$ cat src/rtl/gpu_ni_pkg.sv
// Shared definitions for the GPU network interface: address fields,
// TX FSM states and the drop counter width.
package gpu_ni_pkg;

  localparam int ADDR_W     = 6;
  localparam int GROUP_LSB  = 2;
  localparam int GROUP_W    = 4;
  localparam int LEAF_LSB   = 0;
  localparam int LEAF_W     = 2;
  localparam int DROP_CNT_W = 8;

  typedef enum logic [1:0] {
    IDLE,
    SEND,
    GAP
  } tx_state_t;

  // Router group selected by dest[5:2].
  function automatic logic [GROUP_W-1:0] dest_group(input logic [ADDR_W-1:0] dest);
    return dest[GROUP_LSB +: GROUP_W];
  endfunction

  // Port on the leaf router selected by dest[1:0].
  function automatic logic [LEAF_W-1:0] dest_leaf(input logic [ADDR_W-1:0] dest);
    return dest[LEAF_LSB +: LEAF_W];
  endfunction

endpackage

$ cat src/rtl/gpu_net_interface_fifo.sv
// Synchronous FIFO with first-word fall-through output; an extra pointer
// bit separates full from empty.
module ni_sync_fifo #(
  parameter int WIDTH = 8,
  parameter int DEPTH = 8
) (
  input  logic             clk,
  input  logic             reset,
  input  logic             push,
  input  logic             pop,
  input  logic [WIDTH-1:0] din,
  output logic [WIDTH-1:0] dout,
  output logic             full,
  output logic             empty
);

  localparam int AW = $clog2(DEPTH);

  logic [WIDTH-1:0] mem [DEPTH];
  logic [AW:0]      wr_ptr;
  logic [AW:0]      rd_ptr;
  logic             wr_en;
  logic             rd_en;

  assign empty = (wr_ptr == rd_ptr);
  assign full  = (wr_ptr[AW] != rd_ptr[AW]) && (wr_ptr[AW-1:0] == rd_ptr[AW-1:0]);
  assign rd_en = pop && !empty;
  // A full FIFO still accepts a write when the head leaves in the same cycle.
  assign wr_en = push && (!full || rd_en);
  assign dout  = mem[rd_ptr[AW-1:0]];

  always_ff @(posedge clk or posedge reset) begin
    if (reset) begin
      wr_ptr <= '0;
      rd_ptr <= '0;
    end else begin
      if (wr_en) wr_ptr <= wr_ptr + (AW+1)'(1);
      if (rd_en) rd_ptr <= rd_ptr + (AW+1)'(1);
    end
  end

  always_ff @(posedge clk) begin
    if (wr_en) mem[wr_ptr[AW-1:0]] <= din;
  end

endmodule

$ cat src/rtl/gpu_net_interface.sv
// GPU-side network endpoint: paces host flits onto the router's valid-only
// GPU input and buffers router deliveries for the host.
module gpu_net_interface
  import gpu_ni_pkg::*;
#(
  parameter int DWIDTH     = 16,
  parameter int FIFO_DEPTH = 8,
  parameter int GAP_CYCLES = 1,
  parameter int CNT_WIDTH  = 16
) (
  input  logic                  clk,
  input  logic                  reset,
  input  logic                  tx_enable,
  input  logic [DWIDTH-1:0]     host_tx_data,
  input  logic [ADDR_W-1:0]     host_tx_dest,
  input  logic                  host_tx_valid,
  output logic                  host_tx_ready,
  output logic [DWIDTH-1:0]     host_rx_data,
  output logic                  host_rx_valid,
  input  logic                  host_rx_ready,
  output logic [DWIDTH-1:0]     gpu_in_data,
  output logic                  gpu_in_valid,
  output logic [ADDR_W-1:0]     gpu_dest_addr,
  input  logic [DWIDTH-1:0]     gpu_out_data,
  input  logic                  gpu_out_valid,
  output logic                  tx_busy,
  output logic [CNT_WIDTH-1:0]  tx_flit_count,
  output logic [CNT_WIDTH-1:0]  rx_flit_count,
  output logic [DROP_CNT_W-1:0] rx_drop_count
);

  localparam int TXW = DWIDTH + ADDR_W;
  localparam int GW  = (GAP_CYCLES > 1) ? $clog2(GAP_CYCLES) : 1;
  localparam logic [GW-1:0] GAP_LAST = GW'((GAP_CYCLES > 0) ? GAP_CYCLES - 1 : 0);

  logic            tx_full, tx_empty, tx_push, tx_pop;
  logic [TXW-1:0]  tx_dout;
  logic            rx_full, rx_empty, rx_push, rx_pop, rx_drop;
  logic [DWIDTH-1:0] rx_dout;

  tx_state_t         state, state_n;
  logic [GW-1:0]     gap_cnt, gap_n;
  logic              valid_n, count_flit;
  logic [DWIDTH-1:0] data_n;
  logic [ADDR_W-1:0] dest_n;

  assign host_tx_ready = !tx_full;
  assign tx_push       = host_tx_valid && !tx_full;
  assign tx_busy       = (state != IDLE);

  ni_sync_fifo #(.WIDTH(TXW), .DEPTH(FIFO_DEPTH)) u_tx_fifo (
    .clk   (clk),
    .reset (reset),
    .push  (tx_push),
    .pop   (tx_pop),
    .din   ({host_tx_dest, host_tx_data}),
    .dout  (tx_dout),
    .full  (tx_full),
    .empty (tx_empty)
  );

  always_comb begin
    state_n    = state;
    gap_n      = gap_cnt;
    valid_n    = gpu_in_valid;
    data_n     = gpu_in_data;
    dest_n     = gpu_dest_addr;
    tx_pop     = 1'b0;
    count_flit = 1'b0;
    case (state)
      IDLE: begin
        if (tx_enable && !tx_empty) begin
          {dest_n, data_n} = tx_dout;
          tx_pop           = 1'b1;
          valid_n          = 1'b1;
          state_n          = SEND;
        end
      end
      SEND: begin
        count_flit = 1'b1;
        if (GAP_CYCLES == 0 && tx_enable && !tx_empty) begin
          {dest_n, data_n} = tx_dout;
          tx_pop           = 1'b1;
        end else begin
          valid_n = 1'b0;
          gap_n   = '0;
          state_n = (GAP_CYCLES > 0) ? GAP : IDLE;
        end
      end
      GAP: begin
        if (gap_cnt == GAP_LAST) begin
          gap_n   = '0;
          state_n = IDLE;
        end else begin
          gap_n = gap_cnt + GW'(1);
        end
      end
      default: state_n = IDLE;
    endcase
  end

  always_ff @(posedge clk or posedge reset) begin
    if (reset) begin
      state         <= IDLE;
      gap_cnt       <= '0;
      gpu_in_valid  <= 1'b0;
      gpu_in_data   <= '0;
      gpu_dest_addr <= '0;
      tx_flit_count <= '0;
    end else begin
      state         <= state_n;
      gap_cnt       <= gap_n;
      gpu_in_valid  <= valid_n;
      gpu_in_data   <= data_n;
      gpu_dest_addr <= dest_n;
      if (count_flit) tx_flit_count <= tx_flit_count + CNT_WIDTH'(1);
    end
  end

  // The router cannot be stalled, so anything that does not fit is dropped.
  assign rx_pop  = host_rx_ready && !rx_empty;
  assign rx_push = gpu_out_valid && (!rx_full || rx_pop);
  assign rx_drop = gpu_out_valid && !rx_push;

  ni_sync_fifo #(.WIDTH(DWIDTH), .DEPTH(FIFO_DEPTH)) u_rx_fifo (
    .clk   (clk),
    .reset (reset),
    .push  (rx_push),
    .pop   (rx_pop),
    .din   (gpu_out_data),
    .dout  (rx_dout),
    .full  (rx_full),
    .empty (rx_empty)
  );

  assign host_rx_valid = !rx_empty;
  assign host_rx_data  = rx_empty ? '0 : rx_dout;

  always_ff @(posedge clk or posedge reset) begin
    if (reset) begin
      rx_flit_count <= '0;
      rx_drop_count <= '0;
    end else begin
      if (rx_push) rx_flit_count <= rx_flit_count + CNT_WIDTH'(1);
      if (rx_drop && rx_drop_count != '1) rx_drop_count <= rx_drop_count + DROP_CNT_W'(1);
    end
  end

endmodule

$ cat config.mk
export PLATFORM = sky130hd
export DESIGN_NAME = gpu_net_interface
export DESIGN_NICKNAME = d
export VERILOG_FILES = /design/src/rtl/gpu_ni_pkg.sv /design/src/rtl/gpu_net_interface_fifo.sv /design/src/rtl/gpu_net_interface.sv
export SDC_FILE = /design/constraint.sdc
export NUM_CORES = 1
export LEC_CHECK = 0
export ABC_AREA = 1
export BUFFER_PORTS_ARGS = -buffer_cell sky130_fd_sc_hd__buf_2
export CORE_MARGIN = 2
export CORE_UTILIZATION = 50
export DETAILED_ROUTE_END_ITERATION = 12
export PLACE_DENSITY = 0.71
export SETUP_SLACK_MARGIN = 0.15
export SYNTH_ARGS = -nofsm -noshare
export SYNTH_HDL_FRONTEND = slang
export SYNTH_SLANG_ARGS = --single-unit
$ cat constraint.sdc
create_clock -name clk -period 3.1 [get_ports clk]
set_input_delay 0 -clock clk [delete_from_list [all_inputs] [get_ports clk]]
set_output_delay 0 -clock clk [all_outputs]
set_load 0.03 [all_outputs]
# Yosys cells after proc, flatten, opt, wreduce, memory -nomap -nowiden
# Memories as Yosys holds them, arrays and structs flattened. A register that Yosys moved wholly into a read port is not among the register bits.
# Index checks and enable logic that the tools add are counted.
word_totals:
  regBits: 60
  latch_bits: 0
  ram_bits: 304
  rom_bits: 0
  inputBits: 44
  out_inout_bits: 82
  elab_cells: 73
  mem_count: 2
op_classes:
  add_sub_neg: 8
  n_mul: 0
  n_div: 0
  magnitude_cmp: 0
  eq_ne: 11
  shifts: 0
  mux: 15
  bitwise_logic: 0
  reduce_logical: 27
memory_table:
  columns: ["memory", "depth", "word_bits", "rd", "rd_clocked_by_memory_dff", "write_ports", "line_no", "source"]
  rows:
  - ["u_tx_fifo.mem", 8, 22, 1, 1, 1, "gpu_net_interface_fifo.sv:19", "logic [WIDTH-1:0] mem [DEPTH];"]
  - ["u_rx_fifo.mem", 8, 16, 1, 0, 1, "gpu_net_interface_fifo.sv:19", null]
ops:
  columns: ["cell", "n"]
  rows:
  - ["$add A16 B1 Y16 const B", 2]
  - ["$add A4 B1 Y4 const B", 4]
  - ["$mux W16", 1]
  - ["$logic_and A1 B1 Y1", 12]
  - ["$mux W1", 9]
  - ["$add A8 B1 Y8 const B", 1]
  - ["$eq A4 B4 Y1", 2]
  - ["$ne A8 B8 Y1 const B", 1]
  - ["$eq A3 B3 Y1", 2]
  - ["$pmux W2 S3", 1]
  - ["$reduce_and A2 Y1", 3]
  - ["$reduce_bool A2 Y1", 3]
  - ["$logic_not A1 Y1", 5]
  - ["$mux W2", 2]
  - ["$ne A2 B2 Y1 const B", 2]
  - ["$pmux W1 S2", 2]
  - ["$logic_or A1 B1 Y1", 3]
  - ["$eq A2 B1 Y1 const B", 1]
  - ["$eq A2 B2 Y1 const B", 1]
  - ["$logic_not A2 Y1", 1]
  - ["$ne A1 B1 Y1", 2]
  - ["$add A1 B1 Y1 const B", 1]

# Logic depth before layout (Yosys ltp)
logic_depth:
  depth_word: 10
  ltp_mapped: 11
  mapped_depth_nobuf: 9

# Modules after synthesis
# Synthesis repeated with hierarchy kept, for this count alone.
unflattened:
  cells_unflattened: 1417
  area_unflattened_um2: 16056.6
by_module_without_submodules:
  columns: ["mod", "n_inst", "cells_per_inst", "area_per_inst_um2", "seq_area_each_um2"]
  rows:
  - ["ni_sync_fifo at u_tx_fifo", 1, 577, 7312.0, 5485.3]
  - ["ni_sync_fifo at u_rx_fifo", 1, 443, 5495.3, 4043.9]
  - ["gpu_net_interface", 1, 397, 3249.4, 1626.6]

# Least setup slack after synthesis
# Ideal clock, no wire load.
synth_path:
  path_kind: "register to register"
  from: "register u_tx_fifo.rd_ptr[1]"
  to: "memory u_tx_fifo.mem[0][0] (netlist bit) (enable)"
  setup_time_ps: 401
  arrival_ps: 2388
  required_ps: 2699
  setup_slack_ps: 312
  stages_incl_launch_ff: 9
  path_buffers: 1
  synth_period_minus_slack_ps: 2788
  path_cell_list: "dfrtp_1 buf_4 xor2_1 nor2_1 nand3b_1 nand2_1 inv_1 nand2_1 nor2_1"
synth_between:
  word_cells_on_any_way: 14
  cone_classes: "eq/ne (2); mux (4); reduce/logical (8)"
synth_rtl:
  columns: ["element", "line_no", "source"]
  rows:
  - ["start, declared", "gpu_net_interface_fifo.sv:21", "logic [AW:0] rd_ptr;"]
  - ["start signal, assigned", "gpu_net_interface_fifo.sv:38", "if (rd_en) rd_ptr <= rd_ptr + (AW+1)'(1);"]
  - ["$eq A3 B3 Y1 *", "gpu_net_interface_fifo.sv:26", "assign full = (wr_ptr[AW] != rd_ptr[AW]) && (wr_ptr[AW-1:0] == rd_ptr[AW-1:0]);"]
  - ["$logic_and A1 B1 Y1 *", "gpu_net_interface_fifo.sv:26", null]
  - ["$logic_not A1 Y1 *", null, null]
  - ["net host_tx_ready", "gpu_net_interface.sv:17", "output logic host_tx_ready,"]
  - ["$logic_and A1 B1 Y1 or $logic_or A1 B1 Y1 (tied branches)", "gpu_net_interface.sv:48, gpu_net_interface_fifo.sv:29", null]
  - ["$logic_and A1 B1 Y1 *", "gpu_net_interface_fifo.sv:29", "assign wr_en = push && (!full || rd_en);"]
  - ["$mux W1 *", "gpu_net_interface_fifo.sv:43", "if (wr_en) mem[wr_ptr[AW-1:0]] <= din;"]
  - ["$mux W1 (not written as such) *", "gpu_net_interface_fifo.sv:43", null]
  - ["end, declared", "gpu_net_interface_fifo.sv:19", null]
# Mark *: on every way through the listed nets, which the timed path passes. The rest lies on a longest branch.

# Worst setup path in the final report
layout_path:
  from: "register u_rx_fifo.rd_ptr[0]"
  to: "output port host_rx_data[8]"
layout_between:
  elab_chain_cells: 2
  word_cells_on_any_way: 3
  cone_classes: "eq/ne (1); mux (1); memory (1)"
layout_lines:
  columns: ["element", "line_no", "source"]
  rows:
  - ["start, declared", "gpu_net_interface_fifo.sv:21", null]
  - ["start signal, assigned", "gpu_net_interface_fifo.sv:38", null]
  - ["$mem_v2 Z8 W16 or $eq A4 B4 Y1 (tied branches)", null, null]
  - ["$mux W16 *", "gpu_net_interface.sv:137", "assign host_rx_data = rx_empty ? '0 : rx_dout;"]
  - ["end, declared", "gpu_net_interface.sv:18", "output logic [DWIDTH-1:0] host_rx_data,"]
# Mark *: on every way between the ends. The rest lies on a longest branch, timed or not.

==> results_dict.tcl <==
set metrics [dict create \
    status "completed" \
    syn_inst 1355 \
    seq_area_frac_synth_pct 70.6 \
    initialDrtViolationCount 821 \
    drv_cap 0 \
    p_total_mw 17.8 \
    rsz0062_at_grt "false" \
    die_w_um 182 \
    reg2reg_depth 8 \
    clock_skew_ns 0.0275 \
    yosys.area.top_type "edfxtp_1" \
    routedWlPerCell_um 17.3 \
    clock.fmax_mhz 400 \
    p_switching_mw 6.76 \
    arrival_ns 2.50 \
    hold_path_end "gpu_in_valid" \
    syn_avg_cell_area_um2 11.7 \
    holdPathStages 3 \
    cp.required_ns 3.10 \
    dieArea_um2 33100 \
    yosys-top-cells-area "edfxtp_1 58%, dfrtp_1 13%, nor2_1 6.0%" \
    cp_cell_sequence "inv_1 > buf_4 > o21ai_0 > o22ai_1 > o21ai_0 > nor2_1 > buf_2" \
    grt_usage_pct 20.8 \
    cpMostUsedCell "o21ai_0" \
    final_util_pct 59.4 \
    pwr-share-seq_pct 39.2 \
    pwr-share-clk_pct 25.4 \
    power.internal_mw 11.0 \
    dp_hpwl_um 20200 \
    antenna_found_initial 2 \
    area_growth_pct 17.6 \
    die_y_um 182 \
    startpoint "u_rx_fifo.rd_ptr[0]" \
    period_share_pct 80.7 \
    cts_tree "yes" \
    cts_max_path_buffers 3 \
    drt-total-wl_um 34000 \
    fin_crit_ns 2.50 \
    cp_slowest_cell "buf_4" \
    synth_top_area_share_pct 57.7 \
    cts_root_buf "clkbuf_16" \
    grt_pass1_wl_um 54100 \
    final_cell_mix "304 x edfxtp_1, 245 x nor2_1, 213 x nand2_1, 175 x o21ai_0, 125 x buf_2" \
    tightest_slew_ns 1.08 \
    yosysWarnings 0 \
    yosys_register_bits 385 \
    drcViolationCount 0 \
    final_max_slew_viol_count 0 \
    clk_latency_ns 0.53 \
    setup_viol 0 \
    rows 65 \
    r2r_start "u_tx_fifo.rd_ptr[1]" \
    critPathMaxStageDelay_ns 0.53 \
    numPortBuffers 125 \
    final_common_cell "edfxtp_1" \
    cp_max_fo 65 \
    fin_nets 1583 \
    dp.cells 1850 \
    ys_types 30 \
    first_pass_iters 5 \
    drive_gt1_share_pct 15.4 \
    p_comb_share_pct 35.4 \
    ys.flop_type "edfxtp_1" \
    grt_pass1_vias 10400 \
    ant_nets 0 \
    slew_headroom_pct 28.2 \
    clk_pin_slew_ns 0.06 \
    p_per_area_nw_per_um2 956 \
    r2r_end "u_tx_fifo.mem[0][7]" \
    final-hold-violation-count 0 \
    min_path_type "input pin to register" \
    syn_area_um2 15800 \
    tns_ns 0 \
    ir_drop_mv 0.588 \
    worstSetupPathType "register to primary output" \
    cts-buffers-inserted 40 \
    cts.repair.resized 0 \
    swShare_pct 38.0 \
    core-area_um2 31300 \
    fin_cells 1966 \
    end_kind "primary output" \
    syn-num-nets 1406 \
    holdWs_ns 0.156 \
    async_reset_ff_share_pct 21.0 \
    start_util_pct 50.5 \
    worst_setup_path_start_kind "register" \
    cts_htree_levels 2 \
    via_count 10600 \
    io_pins 126 \
    overflow 0 \
    cts.sinks 385 \
    grt_max_degree 94 \
    r2r_slack_ns 0.67 \
    vias_per_cell 5.39 \
    gp_congestion 0.820 \
    leakage_nw 7.22 \
    synth_edf_count 304 \
    hp-start "tx_enable" \
]
==> worst max-delay path: cells and delay by family, from the launching register on <==
| family | cells | cell delay [ns] |
|---|---|---|
| AO/OA/AOI/OAI | 3 | 0.61 |
| buffers and inverters | 3 | 0.81 |
| flip-flops | 1 | 0.41 |
| AND/OR/NAND/NOR | 1 | 0.14 |
==> final cells by class <==
class / instances / area (µm²)
Fill cell: 2478 / 12700
Sequential cell: 385 / 11200
Multi-Input combinational cell: 850 / 4150
Timing Repair Buffer: 203 / 1340
Clock buffer: 59 / 1110
Tap cell: 402 / 503
Inverter: 52 / 199
Clock inverter: 13 / 130
Antenna cell: 2 / 5.00
==> cells by family (layout without fill, tap and decap cells) <==
| kind of cell | Yosys count | count (layout) | share of synthesized area (%) |
|---|---|---|---|
| flops | 385 | 385 | 70.6 |
| buf+inv | 120 | 327 | 3.45 |
| other cells | 0 | 2 | 0 |
| fa+ha+maj | 7 | 7 | 0.554 |
| xor+xnor | 46 | 46 | 2.55 |
| simple gates | 536 | 536 | 13.8 |
| compound gates | 261 | 261 | 9.09 |
==> registers in the layout (all words and copies together) (netlist names) <==
signal / count
u_tx_fifo.rd_ptr: 4
u_rx_fifo.rd_ptr: 4
state: 2
rx_flit_count: 16
u_rx_fifo.wr_ptr: 4
rx_drop_count: 8
gpu_dest_addr: 6
tx_flit_count: 16
u_rx_fifo.mem: 128
gpu_in_data: 16
u_tx_fifo.wr_ptr: 4
u_tx_fifo.mem: 176
gpu_in_valid: 1
==> power groups by stage <==
stage | Sequential, mW | Combinational [mW] | Clock [mW]
2_1_floorplan | 7.40 | 4.06 | 0
3_3_place_gp | 7.03 | 6.13 | 0
3_5_place_dp | 7.07 | 6.26 | 0
4_1_cts | 6.97 | 6.34 | 4.61
5_1_grt | 7.06 | 6.99 | 4.83
6_report | 6.97 | 6.29 | 4.52
==> worst max path at each step <==
stage,to,slack [ns],depth (start not counted)
2_1_floorplan,u_tx_fifo.mem[0][0],0.31,8
3_3_place_gp,u_tx_fifo.mem[0][9],0.82,8
3_5_place_dp,u_tx_fifo.mem[0][6],0.70,8
4_1_cts,host_rx_data[8],0.60,7
5_1_grt,u_tx_fifo.mem[0][7],0.46,8
6_report,host_rx_data[8],0.60,7
==> layer usage <==
metal / global-route usage (%) / wire [µm]
met5: 1.33 / 65
met2: 36.1 / 16900
met4: 6.63 / 910
met3: 3.39 / 1850
met1: 26.6 / 14200
==> metrics by stage <==
stage | instance area [µm²] | setup WS [ns]
after CTS | 18600 | 0.600
after global placement | 16900 | 0.822
final | 18600 | 0.600
after global routing | 18600 | 0.458
after detailed placement | 16900 | 0.699
after floorplan | 15800 | 0.312
==> cell usage after synthesis, types with 2 or more instances <==
library cell / n
nor3_1: 10
xnor2_1: 17
nand3b_1: 2
nor2_4: 2
dfrtp_1: 81
inv_2: 3
nor3b_1: 2
nor2_1: 253
ha_1: 7
o211ai_1: 36
edfxtp_1: 304
o21ai_0: 175
nand4_1: 5
clkbuf_1: 33
nand2_1: 213
o22ai_1: 32
nand4_4: 2
buf_2: 23
inv_1: 47
a21oi_1: 5
buf_4: 7
nand3_1: 44
xor2_1: 29
o21ai_1: 13
buf_6: 5
==> timing repair <==
action                                 in CTS  in global routing
endpoints found under the hold margin     395                  0
hold buffers                               42                  0
setup buffers                               0                  0
Note: power is estimated with default switching activity, not from simulation.
